$ cat src/rtl/cnn_pkg.sv
// Shared constants and state encoding for the CNN datapath controllers.
//
// Holds the image/kernel geometry, datapath widths and the controller state
// encoding shared by the convolution scheduler and the max-pool controller.
// tap_offset() maps a row-major kernel tap index to its image address offset
// from the top-left pixel of the window.

package cnn_pkg;

  localparam int unsigned DIM     = 28;            // input image side, pixels
  localparam int unsigned K       = 3;             // kernel side
  localparam int unsigned OUT_DIM = DIM - K + 1;   // valid-convolution output side
  localparam int unsigned PIX_W   = 8;             // pixel and weight width
  localparam int unsigned ACC_W   = 20;            // accumulator/result width
  localparam int unsigned NTAPS   = K * K;         // taps per window
  localparam int unsigned IDX_W   = 5;             // output row/column index width
  localparam int unsigned TAP_W   = 4;             // tap counter width

  // Controller state encoding, also decoded by the max-pool controller.
  localparam logic [2:0] STATE_IDLE  = 3'd0;
  localparam logic [2:0] STATE_FETCH = 3'd1;
  localparam logic [2:0] STATE_DRAIN = 3'd2;
  localparam logic [2:0] STATE_EMIT  = 3'd3;
  localparam logic [2:0] STATE_DONE  = 3'd4;

  typedef enum logic [2:0] {
    StIdle  = STATE_IDLE,
    StFetch = STATE_FETCH,
    StDrain = STATE_DRAIN,
    StEmit  = STATE_EMIT,
    StDone  = STATE_DONE
  } conv_state_e;

  // Address offset of tap t relative to the window's top-left pixel.
  function automatic int unsigned tap_offset(int unsigned tap);
    return (tap / K) * DIM + (tap % K);
  endfunction

endpackage

$ cat src/rtl/conv_tap_mac.sv
// Tap-serial multiply-accumulate for the convolution scheduler.
//
// Ports:
//   clk, rst  clock and asynchronous active-high reset
//   clr       zero the accumulator (wins over en)
//   en        add pix * wgt into the accumulator
//   pix, wgt  unsigned 8-bit pixel and weight
//   sum       registered accumulator value

module conv_tap_mac
  import cnn_pkg::*;
(
  input  logic             clk,
  input  logic             rst,
  input  logic             clr,
  input  logic             en,
  input  logic [PIX_W-1:0] pix,
  input  logic [PIX_W-1:0] wgt,
  output logic [ACC_W-1:0] sum
);

  logic [2*PIX_W-1:0] prod;
  logic [ACC_W-1:0]   sum_q;
  logic [ACC_W-1:0]   sum_d;

  always_comb begin
    prod  = {{PIX_W{1'b0}}, pix} * {{PIX_W{1'b0}}, wgt};
    sum_d = sum_q;
    if (clr) begin
      sum_d = '0;
    end else if (en) begin
      // 9 full-scale products still fit in ACC_W, so no saturation is needed.
      sum_d = sum_q + {{(ACC_W - 2 * PIX_W){1'b0}}, prod};
    end
  end

  always_ff @(posedge clk or posedge rst) begin
    if (rst) begin
      sum_q <= '0;
    end else begin
      sum_q <= sum_d;
    end
  end

  assign sum = sum_q;

endmodule

$ cat src/rtl/conv_window_scheduler.sv
// 3x3 valid-convolution scheduler over a DIM x DIM image in a 1-port sync RAM.
//
// Walks output positions row-major. Per position: 9 FETCH cycles issue one tap
// read each, a DRAIN cycle folds in the last tap (RAM data lags img_re by one
// cycle), then EMIT holds the result until the downstream accepts it.
//
// Ports:
//   clk, rst              clock, asynchronous active-high reset
//   start                 begin a frame (sampled in IDLE only)
//   abort                 synchronous cancel of the running frame
//   kernel_in             9 unsigned weights, tap t at [8t+7:8t], latched on start
//   img_re, img_raddr     registered image RAM read request
//   img_rdata             RAM data, valid one cycle after img_re
//   out_valid, out_ready  result stream handshake
//   out_data              convolution sum
//   out_row, out_col      output position of out_data
//   busy                  high whenever not IDLE
//   done                  one-cycle pulse after the final result is accepted

module conv_window_scheduler
  import cnn_pkg::*;
#(
  parameter int unsigned ADDR_W = 10
) (
  input  logic                   clk,
  input  logic                   rst,
  input  logic                   start,
  input  logic                   abort,
  input  logic [NTAPS*PIX_W-1:0] kernel_in,
  output logic                   img_re,
  output logic [ADDR_W-1:0]      img_raddr,
  input  logic [PIX_W-1:0]       img_rdata,
  output logic                   out_valid,
  input  logic                   out_ready,
  output logic [ACC_W-1:0]       out_data,
  output logic [IDX_W-1:0]       out_row,
  output logic [IDX_W-1:0]       out_col,
  output logic                   busy,
  output logic                   done
);

  localparam logic [IDX_W-1:0]  LastIdx = IDX_W'(OUT_DIM - 1);
  localparam logic [TAP_W-1:0]  LastTap = TAP_W'(NTAPS - 1);
  // Stepping from the last column to the next row's first column moves the
  // window base by K pixels (the columns skipped at the row end).
  localparam logic [ADDR_W-1:0] RowSkip = ADDR_W'(K);

  conv_state_e state_q, state_d;

  logic [TAP_W-1:0]       tap_q, tap_d;
  logic [IDX_W-1:0]       row_q, row_d;
  logic [IDX_W-1:0]       col_q, col_d;
  logic [ADDR_W-1:0]      base_q, base_d;
  logic [ADDR_W-1:0]      raddr_q, raddr_d;
  logic                   re_q, re_d;
  logic [NTAPS*PIX_W-1:0] kernel_q;
  logic                   kernel_load;

  logic                   mac_clr;
  logic                   mac_en;
  logic [TAP_W-1:0]       wsel;
  logic [PIX_W-1:0]       wgt;
  logic [ADDR_W-1:0]      tap_off;
  logic [ACC_W-1:0]       acc_sum;
  logic                   last_pos;

  assign last_pos = (row_q == LastIdx) && (col_q == LastIdx);

  // Next-state, counter and read-request logic.
  always_comb begin
    state_d     = state_q;
    tap_d       = tap_q;
    row_d       = row_q;
    col_d       = col_q;
    base_d      = base_q;
    re_d        = 1'b0;
    mac_clr     = 1'b0;
    mac_en      = 1'b0;
    kernel_load = 1'b0;

    unique case (state_q)
      StIdle: begin
        if (start) begin
          kernel_load = 1'b1;
          mac_clr     = 1'b1;
          row_d       = '0;
          col_d       = '0;
          base_d      = '0;
          tap_d       = '0;
          re_d        = 1'b1;
          state_d     = StFetch;
        end
      end
      StFetch: begin
        // Data for tap t-1 arrives while tap t is being requested.
        mac_en = (tap_q != '0);
        if (tap_q == LastTap) begin
          state_d = StDrain;
        end else begin
          tap_d = tap_q + TAP_W'(1);
          re_d  = 1'b1;
        end
      end
      StDrain: begin
        mac_en  = 1'b1;
        state_d = StEmit;
      end
      StEmit: begin
        if (out_ready) begin
          mac_clr = 1'b1;
          if (last_pos) begin
            state_d = StDone;
          end else begin
            if (col_q == LastIdx) begin
              col_d  = '0;
              row_d  = row_q + IDX_W'(1);
              base_d = base_q + RowSkip;
            end else begin
              col_d  = col_q + IDX_W'(1);
              base_d = base_q + ADDR_W'(1);
            end
            tap_d   = '0;
            re_d    = 1'b1;
            state_d = StFetch;
          end
        end
      end
      StDone: begin
        state_d = StIdle;
      end
      default: begin
        state_d = StIdle;
      end
    endcase

    // Abort overrides everything, including a same-cycle EMIT handshake.
    if (abort && (state_q != StIdle)) begin
      state_d = StIdle;
      re_d    = 1'b0;
      mac_en  = 1'b0;
      mac_clr = 1'b1;
    end
  end

  // Constant offset table indexed by the tap about to be requested.
  always_comb begin
    tap_off = '0;
    for (int t = 0; t < NTAPS; t++) begin
      if (tap_d == TAP_W'(t)) begin
        tap_off = ADDR_W'(tap_offset(t));
      end
    end
  end

  assign raddr_d = re_d ? (base_d + tap_off) : raddr_q;

  // Weight for the tap whose data is on img_rdata this cycle.
  always_comb begin
    wsel = (state_q == StDrain) ? LastTap : (tap_q - TAP_W'(1));
    wgt  = '0;
    for (int t = 0; t < NTAPS; t++) begin
      if (wsel == TAP_W'(t)) begin
        wgt = kernel_q[t*PIX_W +: PIX_W];
      end
    end
  end

  always_ff @(posedge clk or posedge rst) begin
    if (rst) begin
      state_q  <= StIdle;
      tap_q    <= '0;
      row_q    <= '0;
      col_q    <= '0;
      base_q   <= '0;
      raddr_q  <= '0;
      re_q     <= 1'b0;
      kernel_q <= '0;
    end else begin
      state_q <= state_d;
      tap_q   <= tap_d;
      row_q   <= row_d;
      col_q   <= col_d;
      base_q  <= base_d;
      raddr_q <= raddr_d;
      re_q    <= re_d;
      if (kernel_load) begin
        kernel_q <= kernel_in;
      end
    end
  end

  conv_tap_mac u_mac (
    .clk (clk),
    .rst (rst),
    .clr (mac_clr),
    .en  (mac_en),
    .pix (img_rdata),
    .wgt (wgt),
    .sum (acc_sum)
  );

  // All outputs come straight from registers; the accumulator is frozen in
  // EMIT, so out_data stays stable under backpressure.
  assign img_re    = re_q;
  assign img_raddr = raddr_q;
  assign out_valid = (state_q == StEmit);
  assign out_data  = acc_sum;
  assign out_row   = row_q;
  assign out_col   = col_q;
  assign busy      = (state_q != StIdle);
  assign done      = (state_q == StDone);

endmodule
$ cat config.mk
export PLATFORM = sky130hd
export DESIGN_NAME = conv_window_scheduler
export DESIGN_NICKNAME = d
export VERILOG_FILES = /design/src/rtl/cnn_pkg.sv /design/src/rtl/conv_tap_mac.sv /design/src/rtl/conv_window_scheduler.sv
export SDC_FILE = /design/constraint.sdc
export NUM_CORES = 1
export LEC_CHECK = 0
export CORE_MARGIN = 10
export CORE_UTILIZATION = 52
export CTS_BUF_LIST = sky130_fd_sc_hd__clkbuf_2 sky130_fd_sc_hd__clkbuf_4 sky130_fd_sc_hd__clkbuf_8
export DETAILED_ROUTE_END_ITERATION = 16
export HOLD_SLACK_MARGIN = 0.06
export PLACE_DENSITY_LB_ADDON = 0.15
export SYNTH_ARGS = -nofsm -noshare
export SYNTH_HDL_FRONTEND = slang
export SYNTH_SLANG_ARGS = --single-unit
$ cat constraint.sdc
create_clock -name clk -period 6.1 [get_ports clk]
set_input_delay 1.22 -clock clk [delete_from_list [all_inputs] [get_ports clk]]
set_output_delay 1.22 -clock clk [all_outputs]
set_load 0.01 [all_outputs]
Word-level counts from Yosys, hierarchy flattened:

Cells that the tools add are included.

* logic and storage cells: 116
* output and inout bits: 44
* bits of input ports: 85
* register bits: 130

* muxes and demuxes: 57
* reductions and logical operators: 11
* multipliers: 1
* $add $sub $neg: 8
* equality and inequality tests: 30

Operator list (number)
* 10-bit two-way mux: 11
* 8-bit two-way mux: 9
* 20-bit two-way mux: 2
* 5-bit two-way mux: 7
* 4-bit by 3-bit equality test with 1-bit output, second input constant: 8
* 20-bit by 16-bit adder with 20-bit output: 1
* 4-bit two-way mux: 5
* 10-bit one-hot mux with 2 select lines: 1
* 5-bit one-hot mux with 2 select lines: 2
* 4-bit by 2-bit equality test with 1-bit output, second input constant: 4
* 8-bit by 8-bit multiplier with 16-bit output: 1
* 3-bit two-way mux: 5
* 4-bit equality test, second input constant: 3
* 3-bit one-hot mux with 4 select lines: 1
* 4-bit one-hot mux with 3 select lines: 1
* 10-bit by 1-bit adder with 10-bit output, second input constant: 1
* 10-bit adder: 1
* 10-bit by 2-bit adder with 10-bit output, second input constant: 1
* 5-bit by 1-bit adder with 5-bit output, second input constant: 2
* 5-bit equality test, second input constant: 2
* 1-bit two-way mux: 10
* 4-bit by 1-bit equality test with 1-bit output, second input constant: 2
* 3-bit by 2-bit equality test with 1-bit output, second input constant: 2
* 3-bit inequality test, second input constant: 2
* 18 further kinds: 23

Logic depth before layout (Yosys ltp):

Gate-level depths: netlist (run 1).

* word-level depth: 16
* gate-level depth with buffers: 31

Cells and area by module:

A second synthesis (run 1) with hierarchy kept.

* cells, all modules: 1117
* area total of the unflattened synthesis: 9434.0 um2

By module, submodules not included
* conv_window_scheduler: cells each 692, instances 1, sequential area each 2752.6 um2, area an instance 5800.6 um2
* conv_tap_mac: cells each 425, instances 1, sequential area each 500.5 um2, area an instance 3633.5 um2

Least setup slack after synthesis (run 1):

Ideal clock, no wire load.

* path type: register to register
* from: register tap_q[0]
* to: register u_mac.sum_q[18] (netlist: u_mac.sum[18])
* library setup time: 0.125 ns
* path slack: -0.302 ns
* cell stages (with the launch flop): 30
* required time: 5.975 ns
* arrival: 6.277 ns
* cells stage by stage: dfrtp_1 -> buf_2 -> buf_2 -> inv_1 -> ha_1 -> buf_4 -> nand2b_1 -> a21boi_1 -> o22a_1 -> buf_4 -> or3_1 -> buf_2 -> nor2_1 -> o21a_2 -> nor2b_1 -> fa_1 -> fa_1 -> inv_1 -> fa_1 -> fa_1 -> inv_1 -> ha_1 -> clkbuf_1 -> a21o_1 -> a21o_1 -> a21oi_1 -> o22ai_1 -> o31ai_1 -> xor2_1 -> nor2_1

* longest elaborated chain between the ends: 16
* elaborated cells on any way between the ends: 28
* those cells by class: add/sub: 2; mul: 1; eq/ne: 8; mux: 14; reduce/logical: 3

RTL lines
* start, declared: RTL line conv_window_scheduler.sv:50 `logic [TAP_W-1:0] tap_q, tap_d;`
* start signal, assigned: RTL line conv_window_scheduler.sv:180 `tap_q <= tap_d;`
* 4-bit by 1-bit subtractor with 4-bit output: RTL line conv_window_scheduler.sv:159 `wsel = (state_q == StDrain) ? LastTap : (tap_q - TAP_W'(1));`
* 4-bit two-way mux: RTL line conv_window_scheduler.sv:159
* 4-bit zero test: RTL line conv_window_scheduler.sv:162 `if (wsel == TAP_W'(t)) begin`
* 8-bit two-way mux (9 in a row): RTL line conv_window_scheduler.sv:162
* 8-bit by 8-bit multiplier with 16-bit output: RTL line conv_tap_mac.sv:27 `prod = {{PIX_W{1'b0}}, pix} * {{PIX_W{1'b0}}, wgt};`
* 20-bit by 16-bit adder with 20-bit output: RTL line conv_tap_mac.sv:33 `sum_d = sum_q + {{(ACC_W - 2 * PIX_W){1'b0}}, prod};`
* 20-bit two-way mux: RTL line conv_tap_mac.sv:31 `end else if (en) begin`
* 20-bit two-way mux: RTL line conv_tap_mac.sv:29 `if (clr) begin`
* end signal, assigned: RTL line conv_tap_mac.sv:41 `sum_q <= sum_d;`
* end, declared: RTL line conv_tap_mac.sv:23 `logic [ACC_W-1:0] sum_q;`

Several ways; a longest one is shown, not always the timed one. The select of a mux whose other input is x is not followed.
A chain may end at the register's enable or synchronous reset.

Worst setup path in the final report (run 1):

* from: register tap_q[0]
* to: register u_mac.sum_q[9] (netlist: u_mac.sum[9])

The elaborated chain is that of the path after synthesis.

==> impl_metrics.ini, run 1 <==
[placed_design]
portBuffers = 128
area_after_dpl_um2 = 11100
gpl.final_weighted_congestion = 0.928
place_hpwl_um = 18300

[logic_synthesis]
netlist.top_cell.by_area = sky130_fd_sc_hd__dfrtp_1
postSynth.topFlopCell = sky130_fd_sc_hd__dfrtp_1
yosysSeqAreaShare = 0.345
synth_cell_type_count = 75
mappedNetlistArea_um2 = 9430
synth_top_cell_area_share = 0.345
synth_enable_flop_cells = 0
synth_async_sr_flop_share = 1.00
post_synth_main_area_contributors = sky130_fd_sc_hd__dfrtp_1 35%, sky130_fd_sc_hd__fa_1 11%, sky130_fd_sc_hd__nand2_1 11%
yosysWarningCount = 0
synth_most_common_cell = sky130_fd_sc_hd__nand2_1
synth_area_per_cell_um2 = 8.72
syn-num-nets = 1272
synth.ff_latch_count = 130
ys_top_cells_by_count = 265 x sky130_fd_sc_hd__nand2_1, 130 x sky130_fd_sc_hd__dfrtp_1, 116 x sky130_fd_sc_hd__inv_1, 54 x sky130_fd_sc_hd__ha_1, 52 x sky130_fd_sc_hd__fa_1
gate_count_of_the_mapped_netlist = 1081

[worst_setup_path]
critical_path_depth = 23
worst-setup-path-type = reg -> reg
slowest_stage = sky130_fd_sc_hd__fa_1
startpoint_type = flip-flop
critPathTopFamily = adder cells
reg2regPathDepth = 23
critical_path_buf_inv_count = 5
crit_fanout = 7
endpoint_kind = flip-flop
critical_path_required_ns = 6.41
critical_path.max_stage_delay_ns = 0.57
crit_chain = buf_4, or3_4, o21ai_4, nand2_2, o22ai_1, a211oi_1, o21ai_2, nand2_1, fa_1, inv_1, fa_1, inv_1, fa_1, fa_1, inv_1, ha_1, o21a_1, o21a_1, buf_4, o21ai_0, nand2b_1, xnor2_1, o21ai_0
crit_path_frequent_cell = sky130_fd_sc_hd__fa_1
timing.critical_path.arrival_ns = 6.29

[clock_network]
cts_clock_pin_slew_for_the_worst_setup_and_hold_paths_ns = 0.09
cts_tree = done
cts_num_sinks = 130
numCtsBuffers = 17
insertion_delay_ns = 0.45
clock_tree.root_cell = sky130_fd_sc_hd__clkbuf_8
clock_tree.buffer_depth = 2
post_cts_hold_buffer_count = 0
htree_num_levels = 4

[floorplanning]
die_height_um = 155
standard_cell_rows = 49
die_width_um = 155
core_area_um2 = 17900
boundaryPins = 129
dieArea_um2 = 23900
start_util = 0.527

[run_status]
run_status = completed

[worst_hold_path]
hold_path_depth = 2
worst_hold_class = reg -> reg

[timing]
final.setup.tns_ns = 0
timing.final.crit_share = 0.980
drv_slew = 0
rsz_0062_raised_after_global_routing = yes
setup_violations = 0
clock.fmax_mhz = 167
timing.final.crit_period_ns = 5.98
headroom_to_the_max_slew_limit = 0.492
timing_hold_violations_final = 0
setup_skew_after_layout_ns = 0.0139
finalHoldWorstSlack_ns = 0.474
tightest_slew_ns = 0.763

[final_layout]
post_layout_utilization_of_the_core = 0.666
multi_input_comb_area_um2 = 5850
final_nets = 1424
fill_count = 1467
register_area_um2 = 3250
antenna_cells_inserted = 0
postLayoutCellArea_um2 = 11900
area_growth_syn_to_layout_pct = 26.4
layout-drive-gt1-share = 0.140

[global_route]
global_route.usage.total = 0.201
global_route.overflow_total = 0
grt_pass1_vias = 7959
grt_max_degree = 77
wire_length_of_the_first_global_routing_pass_um = 39900
grt_antenna_before_repair = 0

[routing]
wirelength_routed_um = 24900
final_antenna_violating_net_count = 0
drt_iter0_drc = 502
route.detailed.wl_per_inst_um = 16.9
drt_pass1_iterations = 5
post-route-drc-count = 0
vias_per_instance = 5.43
dr_total_vias = 8012

[run]
count_of_maximum_capacitance_violations = 0
-- cells in the final DEF (no fill, tap or decap), types with 4 or more instances in the layout --
| master | instances |
|---|---|
| sky130_fd_sc_hd__nor2_2 | 6 |
| sky130_fd_sc_hd__o21a_1 | 9 |
| sky130_fd_sc_hd__clkdlybuf4s50_1 | 128 |
| sky130_fd_sc_hd__clkbuf_8 | 17 |
| sky130_fd_sc_hd__nand2_1 | 263 |
| sky130_fd_sc_hd__mux2_2 | 6 |
| sky130_fd_sc_hd__mux2i_1 | 18 |
| sky130_fd_sc_hd__nand4_1 | 11 |
| sky130_fd_sc_hd__buf_4 | 45 |
| sky130_fd_sc_hd__nand3_1 | 19 |
| sky130_fd_sc_hd__o21ai_0 | 35 |
| sky130_fd_sc_hd__a211oi_2 | 7 |
| sky130_fd_sc_hd__inv_1 | 114 |
| sky130_fd_sc_hd__fa_1 | 51 |
| sky130_fd_sc_hd__a21oi_1 | 25 |
| sky130_fd_sc_hd__inv_6 | 5 |
| sky130_fd_sc_hd__a211oi_1 | 7 |
| sky130_fd_sc_hd__xor2_1 | 14 |
| sky130_fd_sc_hd__nor2b_2 | 5 |
| sky130_fd_sc_hd__nor2_1 | 35 |
| sky130_fd_sc_hd__o21ai_1 | 8 |
| sky130_fd_sc_hd__nor2b_1 | 35 |
| sky130_fd_sc_hd__a21oi_2 | 5 |
| sky130_fd_sc_hd__nor3_1 | 8 |
| sky130_fd_sc_hd__xnor2_1 | 12 |
| sky130_fd_sc_hd__o22ai_1 | 8 |
| sky130_fd_sc_hd__inv_8 | 4 |
| sky130_fd_sc_hd__and2_1 | 11 |
| sky130_fd_sc_hd__a21o_1 | 7 |
| sky130_fd_sc_hd__and3_1 | 11 |
| sky130_fd_sc_hd__dfrtp_1 | 129 |
| sky130_fd_sc_hd__o21ai_2 | 6 |
| sky130_fd_sc_hd__a31oi_1 | 4 |
| sky130_fd_sc_hd__ha_1 | 50 |
| sky130_fd_sc_hd__nand2b_1 | 9 |
| sky130_fd_sc_hd__o31ai_1 | 6 |
| sky130_fd_sc_hd__a22oi_1 | 6 |
| sky130_fd_sc_hd__a22o_1 | 6 |
| sky130_fd_sc_hd__nand2b_4 | 4 |
| sky130_fd_sc_hd__or3_4 | 4 |
-- through the flow --
step | cells | setup slack [ns]
floorplan | 1081 | 0.000471
global route | 1475 | -0.155
detailed placement | 1428 | -0.0458
finish | 1475 | 0.121
CTS | 1460 | 0.0127
global placement | 1428 | 0.0593
-- worst min-delay path, stage by stage, from the launching register on --
cell	delay [ns]
sky130_fd_sc_hd__dfrtp_1	0.35
sky130_fd_sc_hd__nand2_1	0.05
sky130_fd_sc_hd__nand2_1	0.05
-- flip-flops by register name, indices dropped and copies added (netlist names) --
| signal | flops |
|---|---|
| out_row | 5 |
| state_q | 3 |
| out_col | 5 |
| u_mac.sum | 20 |
| base_q | 10 |
| kernel_q | 72 |
| img_re | 1 |
| img_raddr | 10 |
| tap_q | 4 |
-- per-layer routing --
metal  up-vias  global-route usage  wire, µm
li1       3877                   -         -
met1      3893               0.256     10500
met2       209               0.339     12500
met3        33              0.0483      1450
met4         0              0.0441       358
met5         -                   0         0
-- final cells by class --
| cell class | instances | area share |
|---|---|---|
| multi-input combinational | 790 | 0.491 |
| clock inverter | 15 | 0.0139 |
| inverter | 118 | 0.0374 |
| timing repair buffer | 176 | 0.141 |
| clock buffer | 17 | 0.0196 |
| sequential | 130 | 0.273 |
| tap | 229 | 0.0240 |
-- what timing repair did --
action | 4_1_cts | 5_1_grt
buffers inserted | 0 | 12
gates cloned | 0 | 3
endpoints found under the setup margin | 5 | 12
gates resized for setup | 3 | 67
pin swaps | 1 | 40
-- kinds of logic (layout without fill, tap and decap cells) --
group	after synthesis	in the layout	share of synthesized area
AOI/OAI and AO/OA	182	184	0.133
xor gates and xnor gates	27	27	0.0251
adders and majority gates	106	106	0.182
buffers and inverters	163	326	0.0682
DFF	130	130	0.345
muxes	25	25	0.0277
and+or+nand+nor	448	448	0.219
-- path summary, 6_finish.rpt --
path / start / end / slack [ns]
max: tap_q[0]$_DFF_PP0_ / u_mac.sum[9]$_DFFE_PP0P_ / 0.12
min: kernel_q[66]$_DFFE_PP0P_ / kernel_q[66]$_DFFE_PP0P_ / 0.47
max reg2reg: tap_q[0]$_DFF_PP0_ / u_mac.sum[9]$_DFFE_PP0P_ / 0.12
min reg2reg: kernel_q[66]$_DFFE_PP0P_ / kernel_q[66]$_DFFE_PP0P_ / 0.47
max in group asynchronous: rst / tap_q[2]$_DFF_PP0_ / 3.89
min in group asynchronous: rst / out_col[3]$_DFFE_PP0P_ / 1.23
Power of run 1 is left out: the tool's default activity adds up to more than one toggle a clock period on the data nets, which glitch-free logic cannot reach.
==> run 2, diff against run 1 <==
--- a/config.mk
+++ b/config.mk
@@ -8,6 +8,7 @@
 export CORE_MARGIN = 10
 export CORE_UTILIZATION = 52
 export CTS_BUF_LIST = sky130_fd_sc_hd__clkbuf_2 sky130_fd_sc_hd__clkbuf_4 sky130_fd_sc_hd__clkbuf_8
+export CTS_CLUSTER_SIZE = 16
 export DETAILED_ROUTE_END_ITERATION = 16
 export HOLD_SLACK_MARGIN = 0.06
 export PLACE_DENSITY_LB_ADDON = 0.15
==> constraint.sdc (replaced) <==
create_clock -name clk -period 6.1 [get_ports clk]
set_input_delay 0.61 -clock clk [delete_from_list [all_inputs] [get_ports clk]]
set_output_delay 0.61 -clock clk [all_outputs]
set_load 0.01 [all_outputs]
==> impl_metrics.ini, run 2 (synthesis gave the netlist of run 1 again) <==
[worst_setup_path]
startpoint_type = flip-flop
crit_path_frequent_cell = sky130_fd_sc_hd__fa_1
critical_path.max_stage_delay_ns = 0.54
critPathTopFamily = adder cells
timing.critical_path.arrival_ns = 6.25
slowest_stage = sky130_fd_sc_hd__fa_1
crit_chain = inv_2, ha_4, buf_6, nor2_1, a211o_4, and3_4, and2_1, a211oi_2, o21a_2, buf_4, nor2b_1, fa_1, fa_1, fa_1, inv_1, fa_1, inv_1, ha_2, or3_4, o211a_1, o31ai_2, xor2_1, nor2_1
crit_fanout = 7
endpoint_kind = flip-flop
critical_path_required_ns = 6.45
critical_path_buf_inv_count = 5
worst-setup-path-type = reg -> reg

[timing]
timing.final.crit_share = 0.968
finalHoldWorstSlack_ns = 0.475
timing.final.crit_period_ns = 5.90
drv_slew = 0
tightest_slew_ns = 0.840
timing_hold_violations_final = 0
setup_skew_after_layout_ns = 0.0107
setup_violations = 0
headroom_to_the_max_slew_limit = 0.440
clock.fmax_mhz = 169
final_critical_path_setup_slack_ns = 0.196

[clock_network]
cts_clock_pin_slew_for_the_worst_setup_and_hold_paths_ns = 0.08
cts_tree = done
htree_num_levels = 4
cts_num_sinks = 130
clock_tree.buffer_depth = 2
clock_tree.root_cell = sky130_fd_sc_hd__clkbuf_8
numCtsBuffers = 17
insertion_delay_ns = 0.47

[floorplanning]
die_height_um = 155
core_area_um2 = 17900
standard_cell_rows = 49
die_width_um = 155
boundaryPins = 129
start_util = 0.527
dieArea_um2 = 23900

[placed_design]
place_hpwl_um = 18300
placement.setup.worst_slack_ns = -0.115
portBuffers = 128
gpl.final_weighted_congestion = 0.931

[routing]
drt_pass1_iterations = 5
post-route-drc-count = 0
wirelength_routed_um = 24500
vias_per_instance = 5.39
dr_total_vias = 7940
route.detailed.wl_per_inst_um = 16.6
drt_iter0_drc = 491
final_antenna_violating_net_count = 0

[final_layout]
max_flop_register = kernel_q
final_nets = 1423
antenna_cells_inserted = 0
layout-drive-gt1-share = 0.129
area_growth_syn_to_layout_pct = 25.3
final_cell_mix = 263 x sky130_fd_sc_hd__nand2_1, 130 x sky130_fd_sc_hd__dfrtp_1, 128 x sky130_fd_sc_hd__clkdlybuf4s50_1
largest_reg_flops = 72
layout_commonest_cell = sky130_fd_sc_hd__nand2_1

[global_route]
global_route.overflow_total = 0
wire_length_of_the_first_global_routing_pass_um = 39600
grt_pass1_vias = 7794
grt_antenna_before_repair = 0
global_route.usage.total = 0.202
grt_max_degree = 77

[run]
count_of_maximum_capacitance_violations = 0

[worst_hold_path]
worst_hold_class = reg -> reg

[run_status]
run_status = completed
-- run 2: repair_timing --
item,CTS,global route
hold buffers,0,0
setup buffers,1,16
cloned,0,1
resized for setup,3,50
pin swaps,2,24
endpoints found under the setup margin,8,12
endpoints found under the hold margin,0,0
-- run 2: area by class of cell --
| type | count | area [µm²] |
|---|---|---|
| clock inverter | 15 | 170 |
| tap | 229 | 287 |
| timing repair buffer | 176 | 1660 |
| sequential | 130 | 3250 |
| inverter | 118 | 445 |
| fill | 1488 | 6090 |
| clock buffer | 17 | 234 |
| multi-input combinational | 789 | 5770 |
-- run 2: path summary, 6_finish.rpt --
| check | start | endpoint | slack [ns] | depth (start not counted) |
|---|---|---|---|---|
| min in group asynchronous | rst | out_col[3]$_DFFE_PP0P_ | 0.66 | 2 |
| min | kernel_q[15]$_DFFE_PP0P_ | kernel_q[15]$_DFFE_PP0P_ | 0.47 | 2 |
| max reg2reg | tap_q[0]$_DFF_PP0_ | u_mac.sum[18]$_DFFE_PP0P_ | 0.20 | 23 |
| min reg2reg | kernel_q[15]$_DFFE_PP0P_ | kernel_q[15]$_DFFE_PP0P_ | 0.47 | 2 |
| max in group asynchronous | rst | kernel_q[66]$_DFFE_PP0P_ | 4.07 | 3 |
| max | tap_q[0]$_DFF_PP0_ | u_mac.sum[18]$_DFFE_PP0P_ | 0.20 | 23 |
-- run 2: layer usage --
metal / GRT usage / up-vias / wire [µm]
met5: 0 / - / 0
met3: 0.0494 / 35 / 1410
met4: 0.0549 / 0 / 426
met2: 0.335 / 201 / 12000
li1: - / 3861 / -
met1: 0.257 / 3843 / 10600
-- run 2: stage by stage --
step | setup TNS [ns] | instance area [µm²] | utilization | cells
after floorplan | 0 | 9450 | - | 1081
after global placement | 0 | 11000 | 0.617 | 1424
after detailed placement | -0.414 | 11000 | 0.617 | 1424
after CTS | 0 | 11500 | 0.640 | 1457
after global routing | -0.0486 | 11800 | 0.660 | 1474
final | 0 | 11800 | 0.660 | 1474
-- run 2: tightest hold or removal path: stages, from the launching register on --
cell and delay (ns):
sky130_fd_sc_hd__dfrtp_1 0.34, sky130_fd_sc_hd__nand2_1 0.05, sky130_fd_sc_hd__nand2_1 0.05
Power of run 2 is left out for the same reason.
